**src/rtl/load_store_unit.sv**
```systemverilog
// RV32I load/store unit: formats byte/half/word accesses onto a word-wide
// data memory port, with a four-state request/response handshake.
module load_store_unit (
  input  logic        clk,
  input  logic        reset,
  input  logic        req_valid,
  output logic        req_ready,
  input  logic        req_write,
  input  logic [2:0]  req_funct3,
  input  logic [31:0] req_addr,
  input  logic [31:0] req_wdata,
  output logic        resp_valid,
  output logic [31:0] resp_rdata,
  output logic        resp_error,
  output logic        mem_req_valid,
  input  logic        mem_req_ready,
  output logic [31:0] mem_addr,
  output logic        mem_we,
  output logic [3:0]  mem_wstrb,
  output logic [31:0] mem_wdata,
  input  logic        mem_rvalid,
  input  logic [31:0] mem_rdata
);

  typedef enum logic [1:0] {IDLE, ISSUE, WAIT, RESP} state_t;

  state_t      state, state_next;
  logic        write_q;
  logic [2:0]  funct3_q;
  logic [31:0] addr_q;
  logic [31:0] wdata_q;
  logic [31:0] rdata_q;
  logic        error_q;

  logic        accept;
  logic        req_legal;
  logic        req_misaligned;
  logic        req_bad;
  logic [31:0] load_lane;
  logic [31:0] load_fmt;
  logic [3:0]  store_strb;
  logic [31:0] store_data;

  assign accept  = req_valid && req_ready;
  assign req_bad = !req_legal || req_misaligned;

  // NOTE: every combinational output gets a default first, so no path through
  // the case statements can leave a signal unassigned and infer a latch.
  always_comb begin
    req_legal      = 1'b0;
    req_misaligned = 1'b0;
    case (req_funct3)
      3'b000, 3'b001, 3'b010: req_legal = 1'b1;
      3'b100, 3'b101:         req_legal = !req_write;
      default:                req_legal = 1'b0;
    endcase
    case (req_funct3[1:0])
      2'b01:   req_misaligned = req_addr[0];
      2'b10:   req_misaligned = |req_addr[1:0];
      default: req_misaligned = 1'b0;
    endcase
  end

  // Load data arrives on the lane selected by the low address bits.
  assign load_lane = mem_rdata >> {addr_q[1:0], 3'b000};

  always_comb begin
    load_fmt = load_lane;
    case (funct3_q)
      3'b000:  load_fmt = {{24{load_lane[7]}}, load_lane[7:0]};
      3'b001:  load_fmt = {{16{load_lane[15]}}, load_lane[15:0]};
      3'b100:  load_fmt = {24'd0, load_lane[7:0]};
      3'b101:  load_fmt = {16'd0, load_lane[15:0]};
      default: load_fmt = load_lane;
    endcase
  end

  always_comb begin
    store_strb = 4'b1111;
    store_data = wdata_q;
    case (funct3_q[1:0])
      2'b00: begin
        store_strb = 4'b0001 << addr_q[1:0];
        store_data = {4{wdata_q[7:0]}};
      end
      2'b01: begin
        store_strb = 4'b0011 << addr_q[1:0];
        store_data = {2{wdata_q[15:0]}};
      end
      default: begin
        store_strb = 4'b1111;
        store_data = wdata_q;
      end
    endcase
  end

  // NOTE: sequential state uses non-blocking assignments so every register
  // samples pre-edge values regardless of process ordering.
  always_ff @(posedge clk) begin
    if (reset) state <= IDLE;
    else       state <= state_next;
  end

  always_comb begin
    state_next = state;
    case (state)
      IDLE:  if (accept) state_next = req_bad ? RESP : ISSUE;
      ISSUE: if (mem_req_ready) state_next = write_q ? RESP : WAIT;
      WAIT:  if (mem_rvalid) state_next = RESP;
      RESP:  state_next = IDLE;
      default: state_next = IDLE;
    endcase
  end

  // NOTE: the captured request is cleared on reset too, so an abandoned
  // operation leaves nothing behind that a later cycle could expose.
  always_ff @(posedge clk) begin
    if (reset) begin
      write_q  <= 1'b0;
      funct3_q <= 3'd0;
      addr_q   <= 32'd0;
      wdata_q  <= 32'd0;
      rdata_q  <= 32'd0;
      error_q  <= 1'b0;
    end else begin
      if (accept) begin
        write_q  <= req_write;
        funct3_q <= req_funct3;
        addr_q   <= req_addr;
        wdata_q  <= req_wdata;
        rdata_q  <= 32'd0;
        error_q  <= req_bad;
      end
      if (state == WAIT && mem_rvalid) rdata_q <= load_fmt;
    end
  end

  always_comb begin
    req_ready     = (state == IDLE) && !reset;
    mem_req_valid = 1'b0;
    mem_addr      = 32'd0;
    mem_we        = 1'b0;
    mem_wstrb     = 4'd0;
    mem_wdata     = 32'd0;
    resp_valid    = 1'b0;
    resp_rdata    = 32'd0;
    resp_error    = 1'b0;
    case (state)
      ISSUE: begin
        mem_req_valid = 1'b1;
        mem_addr      = {addr_q[31:2], 2'b00};
        mem_we        = write_q;
        if (write_q) begin
          mem_wstrb = store_strb;
          mem_wdata = store_data;
        end
      end
      RESP: begin
        resp_valid = 1'b1;
        resp_rdata = rdata_q;
        resp_error = error_q;
      end
      default: ;
    endcase
  end

endmodule

```
**config.mk**
```make
export PLATFORM = sky130hd
export DESIGN_NAME = load_store_unit
export DESIGN_NICKNAME = d
export VERILOG_FILES = /design/src/rtl/load_store_unit.sv
export SDC_FILE = /design/constraint.sdc
export NUM_CORES = 1
export LEC_CHECK = 0
export BUFFER_PORTS_ARGS = -buffer_cell sky130_fd_sc_hd__buf_2
export CAP_MARGIN = 10
export CORE_MARGIN = 2
export CORE_UTILIZATION = 53
export DETAILED_ROUTE_END_ITERATION = 10
export PLACE_DENSITY = 0.86
export SYNTH_ARGS = -nofsm -noshare
export SYNTH_HDL_FRONTEND = slang
export SYNTH_SLANG_ARGS = --single-unit
```
**constraint.sdc**
```tcl
create_clock -name clk -period 4.3 [get_ports clk]
set_input_delay 0.86 -clock clk [delete_from_list [all_inputs] [get_ports clk]]
set_output_delay 0.86 -clock clk [all_outputs]
set_load 0.02 [all_outputs]
```
==> results.cfg, run 1 <==
[floorplanning]
dieArea_um2 = 10680
io_pins = 210
chipHeight_um = 103.3
core_area_um2 = 9684
start_util_pct = 54.01
die_w_um = 103.3
rows = 36

[timing]
worst_hold_slack_ns = 0.4513
tns_ns = 0
min_period_over_period_pct = 71.17
setup_violations = 0
max_freq_ghz = 0.3268
worst_pin_slew_ns = 0.9434
maxSlewHeadroom_pct = 36.62
rsz0062_at_grt = no
final.min_clock_period_ns = 3.060
final-hold-violation-count = 0
fin_skew_ns = 0.006656
slew_viol_final = 0

[yosys]
synth_top_area_share_pct = 39.43
ys_types = 45
ys_seq_area_share_pct = 39.43
synth_async_sr_flop_share_pct = 0
synth.area.top_cells = dfxtp_1 (39%), nand2_1 (12%), and2_1 (7.8%)
syn-cell-area_um2 = 5230
synth_seq_cells = 103
synth_edf_count = 0
yosys_most_used_dff = dfxtp_1
synth_cells = 675
yosys_warnings = 0
avgSynthCellArea_um2 = 7.748
yosys.area.top_type = dfxtp_1

[critical_path]
cp.arrival_ns = 2.20
worst_ep_required_time_ns = 3.44
critical_path_class = register to output port
end_kind = output port
regToRegSetupSlack_ns = 2.07
critPathLaunchType = register
critPathMaxFanout = 17

[route]
drtIter0Drc = 263
wl_per_cell_um = 15.19
via_count = 5284
via_per_inst = 5.386
drcViolationCount = 0
ant_nets = 0
drt_first_pass_iters = 5
wl_mm = 14.90

[place]
dp_hpwl_mm = 10.64
gp_congestion = 0.9491
io_buffers = 207

[global_routing]
grt.total_usage_pct = 27.02
antenna_found_initial = 2
grt_max_degree = 71
grt_pass1_vias = 4758
grt_first_pass_wirelength_mm = 22.75
globalRoute.totalOverflow = 0

[cts]
cts_sinks = 103
cts-resized-gates = 0
hold_buffers = 0
post_cts_buffers = 0
clkTransAtPathRegs_ns = 0.09
clockBufferDepth = 2
cts_buffers = 9
cts_tree = done
htree_levels = 3
clkLatencyLatePin_ns = 0.35
cts_root_buffer = clkbuf_8

[min_path]
hold_class = register to register

[power_and_ir_drop]
seq_power_share_pct = 45.1
internal_power_uw = 1695
powerDensity_nw_per_um2 = 434.4
p_clk_share_pct = 19.9
p_leak_uw = 0.003237
ir_worst_vdd_uv = 206.1
power_switching_uw = 1088
power_frac_comb_pct = 35.0
switching_share_pct = 39.10

[cells_and_area]
fillCellCount = 885
fin_nets = 955
area_growth_pct = 22.49
drive_gt1_share_pct = 28.69

[status]
status = finished clean

[job]
cap_viol_max_count = 0
==> path summary, 6_finish.rpt <==
kind              startpoint      endpoint  cells after the start
hold reg to reg   addr_q[26]    addr_q[26]                      2
setup reg to reg    state[0]      state[0]                      6
hold / removal    addr_q[26]    addr_q[26]                      2
setup / recovery   addr_q[1]  mem_wstrb[1]                      4
==> layout by cell type (no fill, tap or decap), drive strengths merged, types with 2 or more instances in the layout <==
cell type	count
buf	213
nand2	162
dfxtp	103
nand3	75
and2	65
a21oi	43
mux2i	32
nor2	29
a221o	16
nor3	13
clkbuf	12
inv	10
and3	8
mux2	8
o2bb2ai	8
ha	8
o21ai	7
o211ai	7
clkinvlp	3
a21o	2
conb	2
nor2b	2
nor4	2
==> worst max-delay path: stages, from the launching register on <==
cell	delay, ns
dfxtp_1	0.84
inv_1	0.43
o21ai_0	0.26
a21oi_1	0.11
buf_2	0.20
==> Yosys cell counts (2+ instances only) <==
master     instances
nand2_1          162
dfxtp_1          103
nand3_1           75
and2_1            65
a21oi_1           43
clkbuf_1          33
mux2i_1           32
nor2_1            29
a221o_1           16
buf_2             12
nor3_1            12
buf_1              9
inv_1              9
and3_1             8
ha_1               8
mux2_2             8
o2bb2ai_1          8
o211ai_1           7
o21ai_0            7
a21o_1             2
buf_4              2
buf_6              2
==> registers in the layout (all words and copies together) (netlist names) <==
signal / count
error_q: 1
addr_q: 32
funct3_q: 3
write_q: 1
rdata_q: 32
wdata_q: 32
state: 2
==> layer usage <==
layer | vias up | routed length [µm] | global-route usage (%)
met4 | 2 | 414 | 12.15
met3 | 35 | 1202 | 6.788
met2 | 243 | 6835 | 44.21
met1 | 2389 | 6431 | 33.77
met5 | - | 13 | 0
li1 | 2615 | - | -
==> area by class of cell <==
cell class / instances / area (µm²) / share of cell area, %
Inverter: 10 / 37.54 / 0.5859
Timing Repair Buffer: 213 / 1081 / 16.88
Sequential cell: 103 / 2062 / 32.19
Antenna cell: 1 / 2.502 / 0.03906
Clock buffer: 12 / 145.1 / 2.266
Clock inverter: 4 / 31.28 / 0.4883
Multi-Input combinational cell: 505 / 2880 / 44.96
Tap cell: 133 / 166.4 / 2.598
==> per-stage QoR <==
step / instance area (µm²) / std cells / setup slack [ns] / utilization, % / total power [µW]
after floorplan: 5234 / 676 / 1.832 / - / 1967
final: 6406 / 981 / 1.240 / 66.15 / 2783
after detailed placement: 6227 / 964 / 1.543 / 64.30 / 2236
after CTS: 6404 / 980 / 1.227 / 66.12 / 2784
after global placement: 6227 / 964 / 1.615 / 64.30 / 2211
after global routing: 6404 / 980 / 1.025 / 66.12 / 2958
==> power groups by stage <==
stage / Clock [µW] / Sequential (µW) / Combinational (µW)
6_report: 555 / 1250 / 973
5_1_grt: 603 / 1270 / 1080
4_1_cts: 566 / 1250 / 968
3_5_place_dp: 0 / 1270 / 964
3_3_place_gp: 0 / 1270 / 944
2_1_floorplan: 0 / 1210 / 754
==> cell families after synthesis <==
family                     share of synthesized area (%)
AOI/OAI and AO/OA                                  11.87
xor gates and xnor gates                          0.1675
adders and majority gates                          1.914
buffers and inverters                              5.598
DFF                                                39.43
muxes                                              8.278
other                                            0.07170
and+or+nand+nor                                    32.68
Power figures use the tool's default switching activity.
==> run 2: changes to the inputs <==
- CORE_UTILIZATION: 53 -> 44
- PLACE_DENSITY: 0.86 -> 0.77
- clock period: 4.3 -> 2.6 ns (I/O delays scaled with it)
==> run 2 against run 1 <==
Against the previous run:
- combinational power up 66%
- core utilization down 8.9 points
- final area up 2.9%
- count of clock-buffer cells in the layout down 1
- worst setup slack worse by 0.94 ns
- critical path depth unchanged
- sequential share of layout area down 0.90 points
- largest cell class unchanged
- critical endpoint unchanged
- first-iteration DRC count up 54%
- power up 81%
- routed wire length up 2.8%
- non-clock buffer count up 7
- the run now ends with design-rule violations left
==> results.cfg, run 2 (synthesis gave the netlist of run 1 again) <==
[status]
violations = design-rule violations
status = finished with violations

[place]
gp_congestion = 0.8624
io_buffers = 207
dp_hpwl_mm = 10.87

[cts]
cts_sinks = 103
hold_buffers = 0
clkLatencyLatePin_ns = 0.34
clockBufferDepth = 2
post_cts_buffers = 0
htree_levels = 3
cts_tree = done
cts_root_buffer = clkbuf_16
cts_buffers = 9
cts-resized-gates = 0
clkTransAtPathRegs_ns = 0.08

[critical_path]
critPathLaunchType = register
r2r-start = state[0]
cp.arrival_ns = 1.78
regToRegSetupSlack_ns = 0.53
r2r-end = rdata_q[17]
critical_path_class = register to output port
r2r_cells = 5
worst_ep_required_time_ns = 2.08
critPathMaxFanout = 16
end_kind = output port

[power_and_ir_drop]
power_frac_comb_pct = 32.2
power_switching_uw = 1880
p_clk_share_pct = 26.9
ir_worst_vdd_uv = 374.8
switching_share_pct = 37.27
p_total_uw = 5043
seq_power_share_pct = 40.9
internal_power_uw = 3163
powerDensity_nw_per_um2 = 765.0
p_leak_uw = 0.003342

[job]
cap_viol_max_count = 0

[timing]
final.min_clock_period_ns = 2.301
tns_ns = 0
worst_hold_slack_ns = 0.3558
setup_violations = 0
min_period_over_period_pct = 88.49
worst_pin_slew_ns = 0.8847
rsz0062_at_grt = no
max_freq_ghz = 0.4346
slew_viol_final = 0
maxSlewHeadroom_pct = 40.57
final-hold-violation-count = 0
fin_skew_ns = 0.006724

[route]
drt_first_pass_iters = 8
ant_nets = 0
via_count = 5328
drtIter0Drc = 405
wl_mm = 15.32
drcViolationCount = 15
wl_per_cell_um = 15.36
via_per_inst = 5.344

[cells_and_area]
top_regs = addr_q x32, rdata_q x32, wdata_q x32
antenna_cells = 0
layout.cells.most_common = buf_2
drive_gt1_share_pct = 29.51
area_growth_pct = 26.03
finish.utilization_pct = 57.24
fin_nets = 962
final_cell_mix = buf_2 (207), nand2_1 (162), dfxtp_1 (103)

[floorplanning]
core_area_um2 = 11520
io_pins = 210
start_util_pct = 45.42
die_w_um = 113.0
dieArea_um2 = 12770
chipHeight_um = 113.0
rows = 39

[global_routing]
grt_first_pass_wirelength_mm = 24.05
antenna_found_initial = 1
grt_max_degree = 71
grt_pass1_vias = 4824
grt.total_usage_pct = 23.15
globalRoute.totalOverflow = 0

[min_path]
whs_path_depth = 3
holdPathEnd = addr_q[19]
hold_path.startpoint = req_addr[19]
hold_class = input port to register
[run 2: worst max-delay path by stage]
stage                               end       from  slack, ns
final                      mem_wstrb[1]  addr_q[1]       0.30
after global routing       mem_wstrb[1]  addr_q[1]       0.18
after CTS                  mem_wstrb[1]  addr_q[1]       0.31
after detailed placement    rdata_q[17]   state[0]       0.55
after global placement         state[0]      reset       0.60
after floorplan           mem_wdata[15]   state[1]       0.47
[run 2: critical path, cell delays in order, from the launching register on]
cell	delay (ns)
dfxtp_1	0.41
inv_1	0.40
o21ai_0	0.19
a21oi_1	0.25
buf_2	0.20
[run 2: area by class of cell]
class	instances	area, µm²
clock buffers	11	252.7
clock inverters	5	46.29
fillers	1138	4925
inverters	10	37.54
multi-input cells	505	2880
flip-flops and latches	103	2062
well taps	143	178.9
repair buffers	220	1134
[run 2: layer usage]
layer / part of all wire (%) / up-vias / global-route usage (%)
met2: 46 / 233 / 37.72
li1: - / 2631 / -
met3: 9.9 / 19 / 7.392
met4: 1.3 / 2 / 5.691
met1: 43 / 2443 / 29.97
met5: 0.072 / - / 0
[run 2: power groups by stage]
stage / registers (µW) / logic, µW / clock network [µW]
after global placement: 2090 / 1600 / 0
after floorplan: 2010 / 1250 / 0
after CTS: 2060 / 1630 / 1390
final: 2060 / 1620 / 1360
after detailed placement: 2090 / 1620 / 0
after global routing: 2100 / 1800 / 1450
[run 2: stage by stage]
stage	setup WS, ns	cells	area [µm²]
floorplan	0.4722	676	5234
global placement	0.6020	981	6292
detailed placement	0.5462	981	6292
CTS	0.3056	997	6591
global route	0.1799	997	6591
finish	0.2992	997	6591
